### src/rtl/id_ex_stage_reg.sv
// ID/EX pipeline register: captures decoded operands and controls for EX, holds on stall,
// and inserts counted bubbles on branch flush or load-use hazard.
module id_ex_stage_reg #(
   parameter int unsigned DWIDTH    = 32,
   parameter int unsigned IMM_WIDTH = 16,
   parameter int unsigned PC_WIDTH  = 32,
   parameter int unsigned AWIDTH    = 5,
   parameter int unsigned CWIDTH    = 16
) (
   input  logic                 i_clk,
   input  logic                 i_rst_n,
   input  logic                 i_valid,
   input  logic [DWIDTH-1:0]    i_data_rs,
   input  logic [DWIDTH-1:0]    i_data_rt,
   input  logic [IMM_WIDTH-1:0] i_imm,
   input  logic [4:0]           i_funct,
   input  logic                 i_alu_src,
   input  logic [PC_WIDTH-1:0]  i_pc,
   input  logic [AWIDTH-1:0]    i_addr_rs,
   input  logic [AWIDTH-1:0]    i_addr_rt,
   input  logic                 i_uses_rt,
   input  logic [AWIDTH-1:0]    i_addr_rd,
   input  logic                 i_reg_write,
   input  logic                 i_mem_read,
   input  logic                 i_mem_write,
   input  logic                 i_stall,
   input  logic                 i_flush,
   output logic                 o_valid,
   output logic [DWIDTH-1:0]    o_data_rs,
   output logic [DWIDTH-1:0]    o_data_rt,
   output logic [IMM_WIDTH-1:0] o_imm,
   output logic [4:0]           o_funct,
   output logic                 o_alu_src,
   output logic [PC_WIDTH-1:0]  o_pc,
   output logic [AWIDTH-1:0]    o_addr_rd,
   output logic                 o_reg_write,
   output logic                 o_mem_read,
   output logic                 o_mem_write,
   output logic                 o_load_use,
   output logic [CWIDTH-1:0]    o_bubble_cnt
);

   logic load_bubble;
   logic load_instr;
   logic cnt_sat;

   always_comb begin
      o_load_use = o_valid & o_mem_read & (o_addr_rd != '0) & i_valid &
                   ((o_addr_rd == i_addr_rs) | (i_uses_rt & (o_addr_rd == i_addr_rt)));
   end

   // Flush beats stall; stall beats the hazard. An invalid decode slot also becomes a bubble,
   // but only flush and load-use bubbles are counted.
   always_comb begin
      load_bubble = i_flush | (~i_stall & (o_load_use | ~i_valid));
      load_instr  = ~i_flush & ~i_stall & ~o_load_use & i_valid;
      cnt_sat     = &o_bubble_cnt;
   end

   always_ff @(posedge i_clk or negedge i_rst_n) begin
      if (!i_rst_n) begin
         o_valid     <= 1'b0;
         o_data_rs   <= '0;
         o_data_rt   <= '0;
         o_imm       <= '0;
         o_funct     <= '0;
         o_alu_src   <= 1'b0;
         o_pc        <= '0;
         o_addr_rd   <= '0;
         o_reg_write <= 1'b0;
         o_mem_read  <= 1'b0;
         o_mem_write <= 1'b0;
      end else if (load_bubble) begin
         o_valid     <= 1'b0;
         o_data_rs   <= '0;
         o_data_rt   <= '0;
         o_imm       <= '0;
         o_funct     <= '0;
         o_alu_src   <= 1'b0;
         o_pc        <= '0;
         o_addr_rd   <= '0;
         o_reg_write <= 1'b0;
         o_mem_read  <= 1'b0;
         o_mem_write <= 1'b0;
      end else if (load_instr) begin
         o_valid     <= 1'b1;
         o_data_rs   <= i_data_rs;
         o_data_rt   <= i_data_rt;
         o_imm       <= i_imm;
         o_funct     <= i_funct;
         o_alu_src   <= i_alu_src;
         o_pc        <= i_pc;
         o_addr_rd   <= i_addr_rd;
         o_reg_write <= i_reg_write;
         o_mem_read  <= i_mem_read;
         o_mem_write <= i_mem_write;
      end
   end

   always_ff @(posedge i_clk or negedge i_rst_n) begin
      if (!i_rst_n) begin
         o_bubble_cnt <= '0;
      end else if ((i_flush | (~i_stall & o_load_use)) && !cnt_sat) begin
         o_bubble_cnt <= o_bubble_cnt + 1'b1;
      end
   end

endmodule
### config.mk
export PLATFORM = sky130hd
export DESIGN_NAME = id_ex_stage_reg
export DESIGN_NICKNAME = d
export VERILOG_FILES = /design/src/rtl/id_ex_stage_reg.sv
export SDC_FILE = /design/constraint.sdc
export NUM_CORES = 1
export LEC_CHECK = 0
export ABC_AREA = 1
export CELL_PAD_IN_SITES_DETAIL_PLACEMENT = 1
export CELL_PAD_IN_SITES_GLOBAL_PLACEMENT = 1
export CORE_MARGIN = 2
export CORE_UTILIZATION = 25
export DETAILED_ROUTE_END_ITERATION = 16
export PLACE_DENSITY = 0.76
export RECOVER_POWER = 25
export SYNTH_ARGS = -nofsm -noshare
export SYNTH_HDL_FRONTEND = slang
export SYNTH_SLANG_ARGS = --single-unit
### constraint.sdc
create_clock -name i_clk -period 2.75 [get_ports i_clk]
set_input_delay 0.55 -clock i_clk [delete_from_list [all_inputs] [get_ports i_clk]]
set_output_delay 0.55 -clock i_clk [all_outputs]
set_load 0.01 [all_outputs]
==> impl_summary.txt <==
----------------------------------------------------
[Worst setup path]
  Worst setup EP type ... primary output
  Buf/Inv on CP ... 4
  Stages on the worst setup path ... 10
  Arrival time reported for the critical path endpoint ... 1.73 ns
  Crit-path cells ... clkdlybuf4s50_1 > inv_1 > nand2_1 > nand2_1 > nor2_1 > nand3_1 > nand2_2 > nand2_4 > inv_1 > dlymetal6s2s_1
  Required time of the worst setup path ... ~2.2 ns
  CP peak stage delay ... around 0.49 ns
  Maximum fanout count along the critical path ... 2
  Worst reg2reg startpoint ... o_addr_rd[0]
  Length in cells of the worst reg-to-reg path ... 11
  Element type at the critical path start ... input pin
  Slowest stage cell, crit path ... clkdlybuf4s50_1
  Kind of cell with the highest combined delay on the critical path ... buffers and inverters
  Kind of critical path ... in2out
  First element of the critical path ... i_addr_rs[0]

[Pwr]
  Proportion of total power due to net switching ... between 20 and 30%
  Combinational cell fraction of total power ... between 15 and 20%
  Pwr/cell area ... 544 mW/mm^2
  Overall power of the completed layout ... 5.55 mW
  Sequential share of power ... a little over two fifths
  Worst-case vdd ir drop ... approximately 0.00032 V
  Power spent charging and discharging nets ... about 1.6 mW
  Part of the total power dissipated in the clock network ... 41.1%
  Design internal power ... roughly 3.9 mW
  Pleak ... slightly below 5 nW

[Die]
  Overall die width ... around 160 um
  I/O pin count ... 286
  Total Die Area ... around 0.027 sq mm
  Number of placement rows ... 58
  Starting utilization of the core area ... 25.6%
  Area of the core ... ~0.025 sq mm
  Height of the chip ... approximately 160 um

[Yosys]
  Unique cell type count in the Yosys netlist ... 25
  Main flop type after synthesis ... dfrtp_1
  Warnings, synthesis ... 0
  Fraction of post-synthesis cell area in the top cell type by area ... a little under three fifths
  Library cell with the largest summed area after synthesis ... dfrtp_1
  Sequential cell area fraction in the yosys report ... a little under three fifths
  Cell types occupying the most area after synthesis ... dfrtp_1, nand3_1, inv_1
  Net count after synthesis ... ~870
  Number of cells produced by synthesis ... approximately 730
  FFs w/ async S/R, synth ... 100%
  Post-synthesis sequential element count ... 143
  Number of enable-type register cells in the synthesized netlist ... 0
  Per-instance average area after synthesis ... 8.89 sq um
  Netlist area before placement ... between 0.006 and 0.007 sq mm

[STA]
  Setup repair after global routing missed its margin ... no
  Fmax ... approximately 0.44 GHz
  Final count of hold timing violations ... 0
  Count of pins over their slew limit ... 0
  Worst slew margin relative to its limit ... between 20% and 30%
  Shortest period the worst path allows ... roughly 2.3 ns
  Largest clock skew in the final design ... approximately 0.013 ns
  Fin crit share ... between 80 and 90%
  Final Setup Violations ... 0
  Worst hold margin ... a little over 0.5 ns
  Final worst slack ... around 0.47 ns
  Transition at the pin with the smallest max-transition slack ... 1.20 ns
  Setup TNS ... 0 ns

[Run]
  Max cap viols ... 0

[Global route]
  Initial antenna violation count ... 1
  First-pass GRT wire length ... roughly 34 mm
  GR Overflow Total ... 0
  Overall routing resource usage ... between 10% and 20%
  Via count of the first global-routing pass ... 6458
  Maximum number of pins on one net before global-route repair ... 107

[Final layout]
  Syn-to-layout area delta ... 57.5%
  Fillers ... roughly 3000
  Proportion of layout cells with a drive suffix above 1 ... under 10%
  Nets ... 1142

[Run status]
  Result of the run ... finished clean

[Drt]
  Average wire per cell in the routed design ... approximately 16 um
  Antenna-violating nets left ... 0
  Number of vias in the routed layout ... between 6000 and 7000
  1st-pass router iterations ... 4
  Iteration-0 DRC count of the detailed router ... 290
  Via density ... 4.47
  Sum of routed wire length over all layers ... 21.6 mm
  Drc violations ... 0

[Clock network]
  Clock Sink Count ... approximately 140
  Number of CTS-inserted buffers ... 17
  CTS HTree Levels ... 4
  Maximum count of clock buffers along a single path ... 2
  Worst-Skew Late Latency ... between 0.4 and 0.5 ns
  Clock-pin slew on the worst setup and hold paths ... 0.07 ns
  CTS root buffer ... clkbuf_16
  TritonCTS clock tree ... yes

[Placement]
  Routability-driven placement congestion ratio ... about 0.77
  Count of buffers from port buffering ... around 290
  Place WS ... 0.0623 ns
  Half-perimeter wire length after placement ... 15.2 mm

[Hold path]
  Path type of the worst min-delay path ... in2async

----------------------------------------------------
==> metrics by stage <==
stage | instance area [sq um] | utilization (%) | cells
6_report | 10200 | 40.3 | 1343
5_1_grt | 10200 | 40.3 | 1343
4_1_cts | 10200 | 40.3 | 1342
3_5_place_dp | 9640 | 38.1 | 1309
3_3_place_gp | 9640 | 38.1 | 1309
2_1_floorplan | 6480 | - | 729
==> layer usage <==
metal	vias up	routed length (um)	GRT usage (%)
li1	2857	-	-
met1	2931	8680	18.3
met2	199	10500	27.3
met3	19	2030	6.65
met4	0	339	4.27
met5	-	0	0
==> Yosys cell counts (5+ instances only) <==
library cell,n
nand3_1,146
dfrtp_1,143
inv_1,142
o21ai_0,97
nand2_1,74
clkbuf_1,26
o21ai_2,24
nor2_1,21
buf_2,11
xor2_1,9
xnor2_1,6
inv_2,5
==> logic make-up after synthesis <==
group / synth area share (%)
compound gates: 11.5
xor+xnor: 2.03
flops: 55.2
buf+inv: 12.2
simple gates: 18.8
fa+ha+maj: 0.193
==> cells in the final DEF, fill, tap and decap left out <==
cell type and count:
buf_12 5, buf_4 3, clkbuf_1 1, clkbuf_16 17, clkbuf_4 1, clkdlybuf4s50_1 282, clkinv_2 3, clkinv_4 1
clkinv_8 1, dfrtp_1 143, diode_2 1, dlygate4sd3_1 1, dlymetal6s2s_1 1, ha_1 1, inv_1 142, inv_2 4
inv_6 7, inv_8 4, nand2_1 74, nand2_2 3, nand2_4 1, nand3_1 146, nand3_2 1, nand3_4 3
nand4_1 2, nor2_1 21, nor3_1 2, nor3_4 1, o21ai_0 97, o21ai_2 24, o22ai_1 2, o22ai_2 3
xnor2_1 6, xor2_1 9
==> state kept, by name, summed over array words and instances, names as in the netlist <==
name / count
o_bubble_cnt: 16
o_addr_rd: 5
o_valid: 1
o_mem_write: 1
o_data_rs: 32
o_alu_src: 1
o_mem_read: 1
o_pc: 32
o_data_rt: 32
o_reg_write: 1
o_imm: 16
o_funct: 5
==> worst paths after layout <==
path	end	slack [ns]
max in group asynchronous	o_pc[23]	0.74
hold / removal	o_addr_rd[1]	0.51
min in group i_clk	o_pc[6]	0.52
setup reg to reg	o_funct[0]	0.91
setup / recovery	o_load_use	0.47
hold reg to reg	o_pc[6]	0.52
==> final cells by class <==
type / count / area, sq um / area share (%)
diodes: 1 / 2.50 / 0.0245
repair buffers: 294 / 2980 / 29.2
clock inverters: 15 / 141 / 1.39
multi-input cells: 396 / 2110 / 20.7
well taps: 330 / 413 / 4.05
clock buffers: 17 / 425 / 4.17
flip-flops and latches: 143 / 3580 / 35.1
inverters: 147 / 553 / 5.42
==> power by group through the flow <==
stage / registers, mW / clock network (mW) / logic, mW
after detailed placement: 2.38 / 0 / 0.947
final: 2.34 / 2.28 / 0.927
after floorplan: 2.41 / 0 / 0.307
after global routing: 2.36 / 2.45 / 1.02
after CTS: 2.34 / 2.36 / 0.952
after global placement: 2.37 / 0 / 0.931
==> what timing repair did <==
| item | 4_1_cts | 5_1_grt |
|---|---|---|
| endpoints found under the hold margin | 1 | 0 |
| endpoints found under the setup margin | 0 | 1 |
| hold buffers | 1 | 0 |
| resized for setup | 0 | 1 |
| buffers inserted | 0 | 0 |
No activity file was read; power rests on OpenSTA's default activity.
